===== config.mk =====
export PLATFORM = sky130hd
export DESIGN_NAME = param_cache
export DESIGN_NICKNAME = d
export VERILOG_FILES = /design/src/rtl/param_cache.sv
export SDC_FILE = /design/constraint.sdc
export NUM_CORES = 1
export LEC_CHECK = 0
export BUFFER_PORTS_ARGS = -buffer_cell sky130_fd_sc_hd__buf_4
export CORE_ASPECT_RATIO = 1.1
export CORE_MARGIN = 4
export CORE_UTILIZATION = 30
export DETAILED_ROUTE_END_ITERATION = 16
export GPL_TIMING_DRIVEN = 0
export PLACE_DENSITY = 0.51
export SLEW_MARGIN = 20
export SYNTH_ARGS = -nofsm -noshare
export SYNTH_HDL_FRONTEND = slang
export SYNTH_SLANG_ARGS = --single-unit

===== constraint.sdc =====
create_clock -name CLK -period 9.2 [get_ports CLK]
set_input_delay 0.92 -clock CLK [delete_from_list [all_inputs] [get_ports CLK]]
set_output_delay 0.92 -clock CLK [all_outputs]
set_load 0.01 [all_outputs]

===== src/rtl/param_cache.sv =====
// param_cache: direct-mapped, word-addressed cache between a CPU load/store
// port and a single-ported backing word memory, with burst line refill and
// eviction over a request/acknowledge handshake.
// Build option: define CACHE_WRITEBACK_EN for write-back / write-allocate with
// dirty bits and victim eviction; leave it undefined for write-through /
// no-write-allocate.
module param_cache #(
  parameter int DATA_W     = 32,
  parameter int ADDR_W     = 32,
  parameter int SETS       = 8,
  parameter int LINE_WORDS = 2
) (
  input  logic              CLK,
  input  logic              RST_N,
  input  logic              REQ,
  input  logic              WE,
  input  logic [ADDR_W-1:0] ADDR,
  input  logic [DATA_W-1:0] DIN,
  output logic [DATA_W-1:0] DOUT,
  output logic              RDY,
  output logic              MEM_REQ,
  output logic              MEM_WE,
  output logic [ADDR_W-1:0] MEM_ADDR,
  output logic [DATA_W-1:0] MEM_WDATA,
  input  logic [DATA_W-1:0] MEM_RDATA,
  input  logic              MEM_ACK
);

  localparam int OFFB   = $clog2(LINE_WORDS);
  localparam int CNT_W  = (OFFB > 0) ? OFFB : 1;
  localparam int IDX_W  = $clog2(SETS);
  localparam int TAG_W  = ADDR_W - OFFB - IDX_W;
  localparam int WIDX_W = IDX_W + OFFB;
  localparam logic [CNT_W-1:0] LAST_CNT = CNT_W'(LINE_WORDS - 1);

`ifdef CACHE_WRITEBACK_EN
  typedef enum logic [2:0] {
    S_IDLE   = 3'd0,
    S_REFILL = 3'd1,
    S_WTHRU  = 3'd2,
    S_RESP   = 3'd3,
    S_EVICT  = 3'd4
  } state_t;
`else
  typedef enum logic [2:0] {
    S_IDLE   = 3'd0,
    S_REFILL = 3'd1,
    S_WTHRU  = 3'd2,
    S_RESP   = 3'd3
  } state_t;
`endif

  // Flat word index into the data array: {set index, word offset}.
  function automatic logic [WIDX_W-1:0] widx(input logic [IDX_W-1:0] idx,
                                             input logic [CNT_W-1:0] off);
    return (WIDX_W'(idx) << OFFB) | WIDX_W'(off);
  endfunction

  // Backing-memory word address {tag, index, offset}.
  function automatic logic [ADDR_W-1:0] maddr(input logic [TAG_W-1:0] tag,
                                              input logic [IDX_W-1:0] idx,
                                              input logic [CNT_W-1:0] off);
    return (ADDR_W'(tag) << (OFFB + IDX_W)) | (ADDR_W'(idx) << OFFB) | ADDR_W'(off);
  endfunction

  // Control and output registers
  state_t              state_q, state_d;
  logic [CNT_W-1:0]    cnt_q, cnt_d;
  logic                rdy_q, rdy_d;
  logic [DATA_W-1:0]   dout_q, dout_d;
  logic                mem_req_q, mem_req_d;
  logic                mem_we_q, mem_we_d;
  logic [ADDR_W-1:0]   mem_addr_q, mem_addr_d;
  logic [DATA_W-1:0]   mem_wdata_q, mem_wdata_d;
  logic [SETS-1:0]     valid_q, valid_d;
`ifdef CACHE_WRITEBACK_EN
  logic [SETS-1:0]     dirty_q, dirty_d;
`endif

  // Line storage
  logic [DATA_W-1:0]   data_q [SETS*LINE_WORDS];
  logic [TAG_W-1:0]    tag_q  [SETS];
  logic                data_we;
  logic [WIDX_W-1:0]   data_widx;
  logic [DATA_W-1:0]   data_wdata;
  logic                tag_we;

  // Request decode
  logic [IDX_W-1:0]    req_idx;
  logic [CNT_W-1:0]    req_off;
  logic [TAG_W-1:0]    req_tag;
  logic                hit;
  logic                mem_ack;
  logic [CNT_W-1:0]    cnt_next;

  assign req_idx  = IDX_W'(ADDR >> OFFB);
  assign req_off  = CNT_W'(ADDR & ADDR_W'(LINE_WORDS - 1));
  assign req_tag  = TAG_W'(ADDR >> (OFFB + IDX_W));
  assign hit      = valid_q[req_idx] && (tag_q[req_idx] == req_tag);
  // An acknowledge only counts while a beat is actually outstanding.
  assign mem_ack  = MEM_ACK && mem_req_q;
  assign cnt_next = cnt_q + CNT_W'(1);

  // Next-state, beat sequencing and array-update decisions.
  always_comb begin
    // NOTE: every signal gets a default first so no path leaves it unassigned (no latches).
    state_d     = state_q;
    cnt_d       = cnt_q;
    rdy_d       = 1'b0;
    dout_d      = dout_q;
    mem_req_d   = mem_req_q;
    mem_we_d    = mem_we_q;
    mem_addr_d  = mem_addr_q;
    mem_wdata_d = mem_wdata_q;
    valid_d     = valid_q;
`ifdef CACHE_WRITEBACK_EN
    dirty_d     = dirty_q;
`endif
    data_we     = 1'b0;
    data_widx   = widx(req_idx, req_off);
    data_wdata  = DIN;
    tag_we      = 1'b0;

    case (state_q)
      S_IDLE: begin
        if (REQ) begin
          if (hit) begin
            if (WE) begin
              data_we = 1'b1;
`ifdef CACHE_WRITEBACK_EN
              dirty_d[req_idx] = 1'b1;
`endif
            end else begin
              dout_d = data_q[widx(req_idx, req_off)];
            end
`ifdef CACHE_WRITEBACK_EN
            state_d = S_RESP;
            rdy_d   = 1'b1;
`else
            if (WE) begin
              state_d     = S_WTHRU;
              mem_req_d   = 1'b1;
              mem_we_d    = 1'b1;
              mem_addr_d  = ADDR;
              mem_wdata_d = DIN;
            end else begin
              state_d = S_RESP;
              rdy_d   = 1'b1;
            end
`endif
          end else begin
`ifdef CACHE_WRITEBACK_EN
            cnt_d     = '0;
            mem_req_d = 1'b1;
            if (valid_q[req_idx] && dirty_q[req_idx]) begin
              state_d     = S_EVICT;
              mem_we_d    = 1'b1;
              mem_addr_d  = maddr(tag_q[req_idx], req_idx, '0);
              mem_wdata_d = data_q[widx(req_idx, '0)];
            end else begin
              state_d    = S_REFILL;
              mem_we_d   = 1'b0;
              mem_addr_d = maddr(req_tag, req_idx, '0);
            end
`else
            mem_req_d = 1'b1;
            if (WE) begin
              // No-write-allocate: the miss goes straight to memory.
              state_d     = S_WTHRU;
              mem_we_d    = 1'b1;
              mem_addr_d  = ADDR;
              mem_wdata_d = DIN;
            end else begin
              state_d    = S_REFILL;
              cnt_d      = '0;
              mem_we_d   = 1'b0;
              mem_addr_d = maddr(req_tag, req_idx, '0);
            end
`endif
          end
        end
      end

`ifdef CACHE_WRITEBACK_EN
      S_EVICT: begin
        if (mem_ack) begin
          if (cnt_q == LAST_CNT) begin
            state_d    = S_REFILL;
            cnt_d      = '0;
            mem_we_d   = 1'b0;
            mem_addr_d = maddr(req_tag, req_idx, '0);
          end else begin
            cnt_d       = cnt_next;
            mem_addr_d  = maddr(tag_q[req_idx], req_idx, cnt_next);
            mem_wdata_d = data_q[widx(req_idx, cnt_next)];
          end
        end
      end
`endif

      S_REFILL: begin
        if (mem_ack) begin
          // Each returned word lands in the line; a pending write wins at its offset.
          data_we    = 1'b1;
          data_widx  = widx(req_idx, cnt_q);
          data_wdata = (WE && (cnt_q == req_off)) ? DIN : MEM_RDATA;
          if (cnt_q == LAST_CNT) begin
            tag_we           = 1'b1;
            valid_d[req_idx] = 1'b1;
`ifdef CACHE_WRITEBACK_EN
            dirty_d[req_idx] = WE;
`endif
            mem_req_d = 1'b0;
            state_d   = S_RESP;
            rdy_d     = 1'b1;
            if (!WE) begin
              dout_d = (cnt_q == req_off) ? MEM_RDATA : data_q[widx(req_idx, req_off)];
            end
          end else begin
            cnt_d      = cnt_next;
            mem_addr_d = maddr(req_tag, req_idx, cnt_next);
          end
        end
      end

      S_WTHRU: begin
        if (mem_ack) begin
          mem_req_d = 1'b0;
          mem_we_d  = 1'b0;
          state_d   = S_RESP;
          rdy_d     = 1'b1;
        end
      end

      S_RESP: begin
        state_d = S_IDLE;
      end

      default: begin
        state_d = S_IDLE;
      end
    endcase
  end

  // Control state and registered outputs; reset abandons any in-flight beat.
  always_ff @(posedge CLK or negedge RST_N) begin
    if (!RST_N) begin
      state_q     <= S_IDLE;
      cnt_q       <= '0;
      rdy_q       <= 1'b0;
      dout_q      <= '0;
      mem_req_q   <= 1'b0;
      mem_we_q    <= 1'b0;
      mem_addr_q  <= '0;
      mem_wdata_q <= '0;
      valid_q     <= '0;
`ifdef CACHE_WRITEBACK_EN
      dirty_q     <= '0;
`endif
    end else begin
      // NOTE: non-blocking assignments so every flop samples pre-edge values.
      state_q     <= state_d;
      cnt_q       <= cnt_d;
      rdy_q       <= rdy_d;
      dout_q      <= dout_d;
      mem_req_q   <= mem_req_d;
      mem_we_q    <= mem_we_d;
      mem_addr_q  <= mem_addr_d;
      mem_wdata_q <= mem_wdata_d;
      valid_q     <= valid_d;
`ifdef CACHE_WRITEBACK_EN
      dirty_q     <= dirty_d;
`endif
    end
  end

  // Data and tag arrays.
  // NOTE: storage arrays are not reset; the valid bits gate every use, so RAM macros can be used.
  always_ff @(posedge CLK) begin
    if (data_we) data_q[data_widx] <= data_wdata;
    if (tag_we)  tag_q[req_idx]    <= req_tag;
  end

  assign DOUT      = dout_q;
  assign RDY       = rdy_q;
  assign MEM_REQ   = mem_req_q;
  assign MEM_WE    = mem_we_q;
  assign MEM_ADDR  = mem_addr_q;
  assign MEM_WDATA = mem_wdata_q;

endmodule


[After elaboration in Yosys (flattened, before gate mapping)]
Memory sizes are Yosys's and may differ from the RTL's.
Index checks and enable logic that the tools add are counted.
Storage, ports and cells
  bits in registers: 111
  latch bits: 0
  memory bits (writable): 736
  bits in read-only memories: 0
  input port bits: 101
  logic and storage cells: 113
  memories kept: 2
Memory list
  data_q: words 16, width 32, read ports 1, clocked after Yosys merged registers in 0, write ports 1, line 81  | logic [DATA_W-1:0] data_q [SETS*LINE_WORDS];
  tag_q: words 8, width 28, read ports 1, clocked after Yosys merged registers in 0, write ports 1, line 82  | logic [TAG_W-1:0] tag_q [SETS];
Cells by class
  $add $sub $neg: 1
  $mul: 0
  div/mod/pow operators: 0
  $lt $le $gt $ge: 2
  equal/unequal tests: 14
  shifts and indexed selects: 0
  multiplexer cells: 64
  bitwise gates (word level): 5
  reductions and logical operators: 16
Operators by type and width (number)
  2-to-1 mux 32 bit: 16
  case mux 32 bit (2 select lines): 2
  bitwise OR 32 x 1 -> 32 bit: 1
  bitwise OR 32 x 4 -> 32 bit: 1
  2-to-1 mux 1 bit: 30
  == test 28 bit: 1
  != test 2 bit (second input constant): 9
  2-to-1 mux 3 bit: 5
  AND reduction 5 bit: 2
  case mux 3 bit (3 select lines): 1
  2-to-1 mux 4 bit: 2
  bitwise OR 4 x 1 -> 4 bit: 2
  bitwise OR 8 bit: 1
  AND reduction 4 bit: 2
  AND reduction 7 bit: 1
  case mux 1 bit (2 select lines): 3
  case mux 1 bit (3 select lines): 2
  AND reduction 3 bit: 2
  AND reduction 6 bit: 1
  logical AND 1 bit: 4
  < comparator 3 x 4 -> 1 bit (second input constant): 1
  nonzero test 2 bit: 2
  binary-select mux 1 bit (select 3 bit): 1
  demux 1 bit (select 3 bit): 1
  9 further kinds: 9

[Longest topological paths before layout]
Gate-level depths: netlist of the first run.
  word-level depth: 8
  mapped depth: 14
  gate-level depth less buffers: 9

[Worst setup path after synthesis of the first run]
OpenSTA, ideal clock, no wires.
  path type: in2reg
  from: input ADDR[2]
  to: memory data_q[1][0] (enable)
  arrival: 6.369 ns
  path slack: 2.318 ns
  stages: 12
  cell sequence: buf_2 buf_2 buf_2 mux4_2 mux2i_1 xnor2_1 a21oi_1 and4b_1 nand4_4 buf_6 o21a_4 nor4b_1
Between the ends
  word-level cells in the longest chain between the ends: 8
  elaborated cells between the ends (all ways): 14
  those cells by class: 1 x eq/ne; 9 x mux; 2 x bitwise; 1 x reduce/logical; 1 x memory
Ends and longest elaborated chain
  start, declared: line 17  | input logic [ADDR_W-1:0] ADDR,
  memory (8 x 28 bit) or binary-select mux 1 bit (select 3 bit) (tied branches)
  == test 28 bit or 2-to-1 mux 1 bit (tied branches): line 99  | assign hit = valid_q[req_idx] && (tag_q[req_idx] == req_tag);
  logical AND 1 bit: line 99
  2-to-1 mux 1 bit: line 127  | if (hit) begin
  2-to-1 mux 1 bit: line 126  | if (REQ) begin
  case mux 1 bit (2 select lines): line 124  | case (state_q)
  2-to-1 mux 1 bit: line 280  | if (data_we) data_q[data_widx] <= data_wdata;
  2-to-1 mux 1 bit (not written as such): line 280
  end, declared: line 81
Parallel ways exist; a longest one is shown, timed or not. The select of a mux whose other input is x is not followed.

[Worst setup path after layout of the first run]
  from: input ADDR[2]
  to: memory data_q[2][14] (enable)
Same word-level chain as after synthesis.

==> results of run 1 <==
[cells in the mapped netlist (9+ instances only)]
cell type,count
o21ai_0,70
a21oi_1,30
mux2_2,74
a311o_1,13
nor2_1,31
nand2b_1,11
o22ai_1,30
and3_1,17
mux2_4,29
edfxtp_1,736
buf_6,9
a31oi_1,13
nand3_1,16
clkbuf_1,42
a211oi_1,10
nand2_1,30
nor3_1,41
inv_1,9
xnor2_1,14
buf_2,38
or2_2,15
or3_1,18
mux2i_1,110
o211ai_1,12
mux4_2,158
dfrtp_1,110
[critical path, cell delays in order]
cell	delay, ps
buf_2	250
buf_2	470
mux4_2	390
mux2i_1	180
xnor2_1	170
a2111oi_2	520
and4_4	360
nand4_4	190
buf_6	210
o21a_4	240
nor4_2	640
buf_2	310
buf_4	180
buf_4	170
buf_2	210
[logic make-up (layout without fill, tap and decap cells)]
logic type	Yosys count	after routing	share of synthesized area, %
and+or+nand+nor	206	206	3.29
adders and majority gates	5	5	0.184
DFF	846	846	73.0
xor gates and xnor gates	19	19	0.489
AOI/OAI and AO/OA	212	212	3.97
muxes	371	371	17.4
buffers and inverters	110	600	1.61
[worst min path at each step]
stage                from      endpoint  slack [ps]
3_5_place_dp   valid_q[3]    valid_q[3]         450
2_1_floorplan  valid_q[2]    valid_q[2]         430
4_1_cts             RST_N  MEM_ADDR[11]         110
3_3_place_gp   valid_q[2]    valid_q[2]         450
5_1_grt             RST_N  MEM_ADDR[11]         120
6_report            RST_N  MEM_ADDR[11]         130
[sequential cells by signal, indices dropped and copies added (netlist names)]
signal and cells:
RDY 1, DOUT 32, data_q 512, tag_q 224
cnt_q 1, MEM_ADDR 32, MEM_WDATA 32, valid_q 8
MEM_REQ 1, MEM_WE 1, state_q 2
[power groups by stage]
| stage | Combinational, mW | Sequential [mW] | Clock (mW) |
|---|---|---|---|
| after floorplan | 0.220 | 4.27 | 0 |
| after global placement | 0.403 | 4.26 | 0 |
| after detailed placement | 0.416 | 4.26 | 0 |
| after CTS | 0.417 | 4.18 | 3.70 |
| after global routing | 0.440 | 4.18 | 3.86 |
| final | 0.408 | 4.19 | 3.61 |
[layout make-up]
cell class                 instances  area [sq um]
fill                           10408         70900
sequential                       846         24900
multi-input combinational        813          8770
clock buffer                     131          2600
timing repair buffer             316          2580
tap                             1506          1880
buffer                           100           519
clock inverter                    43           364
inverter                          10          37.5
[per-layer routing]
| metal | vias to the layer above | wire length (um) |
|---|---|---|
| met5 | - | 0 |
| met4 | 0 | 2480 |
| met3 | 115 | 6780 |
| met2 | 761 | 49200 |
| met1 | 10057 | 41900 |
| li1 | 8047 | - |
[stage by stage]
step | hold WS [ps] | total power [mW] | instances | util (%) | setup slack [ps]
2_1_floorplan | 434 | 4.49 | 1769 | - | 2320
5_1_grt | 122 | 8.49 | 3765 | 37.0 | 3770
4_1_cts | 108 | 8.30 | 3765 | 37.0 | 4040
3_5_place_dp | 451 | 4.68 | 3591 | 34.3 | 3370
6_report | 132 | 8.21 | 3765 | 37.0 | 4100
3_3_place_gp | 447 | 4.67 | 3471 | 33.2 | -3550
==> impl_metrics.yaml, run 1 <==
final_layout:
  layout_common_cells: "736 x edfxtp_1, 255 x buf_4, 158 x mux4_2, 110 x dfrtp_1, 110 x mux2i_1"
  final_common_cell: "edfxtp_1"
  diodes: 0
  design_area_sq_mm: 0.0416
  drive_above_1_share_pct: 36.2
  area_growth_pct: 22.3
  finalNetCount: 2286
global_routing:
  grt_max_degree: 79
  use_met1_pct: 22.0
  antenna_found_initial: 0
  grt.met3_usage_pct: 3.45
  grt_overflow: 0
  grt-busiest-layer: "met2"
  track_usage_pct: 16.6
  grt_pass1_wl_um: 143000
  use_met2_pct: 27.6
  grt_pass1_vias: 19743
drt:
  vias_per_cell: 5.04
  avgRoutedWirePerCell_um: 26.7
  finalWirelength_um: 100000
  drc: 0
  drt_pass1_iterations: 6
  drtIter0Drc: 1950
  vias: 18980
  drtAntennaViolNets: 0
logic_synthesis:
  ys_types: 57
  synth_seq_area_share_pct: 73.0
  ys_ff_latch: 846
  async_flop_share_pct: 13.0
  syn-instance-count: 1769
  yosys-top-cells-area: "edfxtp_1 65%, mux4_2 10%, dfrtp_1 8.1%, mux2i_1 3.2%, mux2_2 2.4%"
  ys.warnings.count: 0
  synth_top_area_share_pct: 64.9
  synthFlopType: "edfxtp_1"
  synth.net_count: 1875
  synth_area_per_cell_sq_um: 19.2
  synth_top_area_cell: "edfxtp_1"
  synth_edf_count: 736
  netlist_area_sq_mm: 0.0340
setup_path:
  crit_fanout: 10
  timing.reg2reg.setup_slack_ps: 4630
  cp-endpoint: "data_q[2][14]"
  worst-setup-path-type: "input port to register"
  worstSetupEndpointType: "register"
  reg2reg_to: "data_q[2][14]"
  r2r_cells: 13
  startpoint_type: "input port"
  crit_start: "ADDR[2]"
  worstPathRequired_ps: 9540
  r2r-start: "tag_q[2][19]"
  cp.arrival_ps: 5450
power:
  p_leak_nw: 14.8
  p_per_area_mw_per_mm2: 197
  power.share.combinational_pct: 5.0
  pwr-share-seq_pct: 51.0
  power.internal_mw: 6.41
  p_sw_mw: 1.79
  peakVddDrop_v: 0.000134
  pwr-share-clk_pct: 44.0
  p_sw_share_pct: 21.8
floorplanning:
  ioPinCount: 200
  fp.dieH_um: 361
  die_x_um: 329
  std_cell_rows: 129
  design.die.area_sq_mm: 0.119
  start_util_pct: 30.2
  coreArea_sq_mm: 0.112
placement:
  post-dp-hpwl_um: 71600
  dpl-instance-area_sq_mm: 0.0386
  io_buffers: 196
  gp_congestion: 0.812
cts:
  holdBufCountCts: 0
  clkSlewWorstSetupHoldPaths_ps: 60
  clock_path_buffers: 3
  clock_latency_ps: 670
  post_cts_buffers: 0
  numCtsBuffers: 93
  cts_sinks: 846
  cts_tree: "yes"
  cts-root-buf: "clkbuf_16"
  cts-resized-gates: 0
  h-tree-depth: 3
timing:
  final.setup.tns_ps: 0
  finalCritPeriodShare_pct: 55.5
  rsz0062_at_grt: "false"
  setup_viol: 0
  maxSlewViolCount: 0
  fmaxAchievable_mhz: 196
  tightest_slew_ps: 1160
  post-route-min-period_ps: 5100
  skew_ps: 23.9
  hold_viol: 0
  relSlewSlack_pct: 22.4
status:
  status: "complete, no violations"
flow_run:
  cap_violations: 0
worst_hold_path:
  hp-class: "input port to asynchronous set/reset pin"
(Power assumes the default switching activity.)
==> run 2, diff against run 1 <==
- PLACE_DENSITY: 0.51 -> 0.53
- clock period: 9.2 -> 4.4 ns (I/O delays scaled with it)
==> impl_metrics.yaml, run 2 (synthesis gave the netlist of run 1 again) <==
drt:
  finalWirelength_um: 99400
  drtAntennaViolNets: 0
  drtIter0Drc: 1861
  drc: 0
  avgRoutedWirePerCell_um: 26.3
  vias_per_cell: 5.08
  vias: 19167
  drt_pass1_iterations: 8
final_layout:
  area_growth_pct: 23.5
  diodes: 0
  largestRegisters: "data_q (512), tag_q (224)"
  layout_common_cells: "736 x edfxtp_1, 243 x buf_4, 158 x mux4_2, 110 x dfrtp_1, 110 x mux2i_1"
  final_util_pct: 37.4
  final_common_cell: "edfxtp_1"
  final-instance-count-excl-fill: 3774
  finalNetCount: 2298
  drive_above_1_share_pct: 35.0
  largest_reg_flops: 512
  top_register: "data_q"
cts:
  numCtsBuffers: 93
  cts_tree: "yes"
  h-tree-depth: 3
  clkSlewWorstSetupHoldPaths_ps: 60
  clock_path_buffers: 3
  post_cts_buffers: 0
  cts_sinks: 846
  clock_latency_ps: 690
  cts-root-buf: "clkbuf_16"
global_routing:
  grt_max_degree: 84
  antenna_found_initial: 2
  track_usage_pct: 16.5
  grt_pass1_vias: 20003
  grt_pass1_wl_um: 142000
  grt_overflow: 0
timing:
  maxSlewViolCount: 0
  post-route-min-period_ps: 4300
  tightest_slew_ps: 1120
  hold_viol: 0
  final.setup.tns_ps: 0
  holdWs_ps: 43.3
  finalCritPeriodShare_pct: 97.8
  relSlewSlack_pct: 25.6
  rsz0062_at_grt: "false"
  setup_viol: 0
  fmaxAchievable_mhz: 232
  skew_ps: 39.1
flow_run:
  cap_violations: 0
status:
  status: "complete, no violations"
floorplanning:
  coreArea_sq_mm: 0.112
  fp.dieH_um: 361
  start_util_pct: 30.2
  design.die.area_sq_mm: 0.119
  std_cell_rows: 129
  ioPinCount: 200
  die_x_um: 329
placement:
  io_buffers: 196
  post-dp-hpwl_um: 70100
  gp_congestion: 0.849
  placed_cells: 3568
setup_path:
  max_stage_delay_ps: 570
  worstSetupEndpointType: "register"
  worstPathRequired_ps: 4760
  worstPathCellList: "mux4_2 > nand2b_1 > a21o_1 > a2111oi_2 > and4_4 > nand4_4 > buf_6 > o21a_4 > buf_6 > nor4_4 > buf_4 > buf_6 > buf_6"
  path_common_cell: "buf_6"
  cp.arrival_ps: 4670
  crit_fanout: 10
  r2r_cells: 13
  worst-setup-path-type: "register to register"
  critPathSlowestCell: "a2111oi_2"
  startpoint_type: "register"
worst_hold_path:
  whs_path_depth: 1
  hp-class: "input port to register"
power:
  p_leak_nw: 14.9
  power_mw: 17.4
  peakVddDrop_v: 0.000313
  p_per_area_mw_per_mm2: 414
[run 2: cell count changes in the layout (fill, tap and decap cells not counted), moves of 12 or more]
cell           before  now
dlygate4sd3_1       0   34
buf_4             255  243
buf_6              29   54
buf_2              71   38
[run 2: repair_timing]
| item | 4_1_cts | 5_1_grt |
|---|---|---|
| resized for setup | 4 | 5 |
| endpoints found under the setup margin | 26 | 58 |
| hold endpoints to repair | 96 | 0 |
| hold buffers | 34 | 0 |
| pin swaps | 0 | 1 |
[run 2: per-layer routing]
metal | track usage [%] | wire, um | up-vias
met5 | 0 | 12 | -
met4 | 4.92 | 2340 | 2
met3 | 4.08 | 7900 | 138
met2 | 27.0 | 48000 | 793
met1 | 21.7 | 41200 | 10133
li1 | - | - | 8101
[run 2: path summary, 6_finish.rpt]
path | startpoint | end | slack (ps)
worst min register to register | valid_q[4] | valid_q[4] | 470
worst max-delay path | tag_q[7][19] | data_q[13][19] | 100
worst max register to register | tag_q[7][19] | data_q[13][19] | 100
max in group asynchronous | RST_N | MEM_WDATA[13] | 3350
min in group asynchronous | RST_N | MEM_ADDR[6] | 230
worst min-delay path | ADDR[31] | tag_q[1][27] | 40
[run 2: metrics by stage]
stage	setup slack (ps)	cell area [sq um]
after floorplan	-970	34100
after global placement	-5410	37400
after detailed placement	-765	38600
after CTS	12.7	42000
after global routing	8.16	42000
final	95.5	42000
[run 2: power breakdown]
| group | switching (mW) | internal (mW) | total [mW] |
|---|---|---|---|
| Sequential | 0.0132 | 8.74 | 8.75 |
| Clock | 3.27 | 4.49 | 7.76 |
| Combinational | 0.516 | 0.369 | 0.886 |
| Total | 3.80 | 13.6 | 17.4 |
[run 2: area by class of cell]
class	count	area (sq um)
Multi-Input combinational cell	813	8860
Clock inverter	41	478
Timing Repair Buffer	329	2890
Clock buffer	130	2520
Inverter	10	37.5
Fill cell	10327	70500
Tap cell	1506	1880
Buffer	99	513
Sequential cell	846	24900
[run 2: critical path, delay by kind of cell (launching register included)]
kind / cells / cell delay, ps
simple gates: 4 / 1110
compound gates: 3 / 1030
buf+inv: 5 / 1020
mux: 1 / 460
flops: 1 / 350
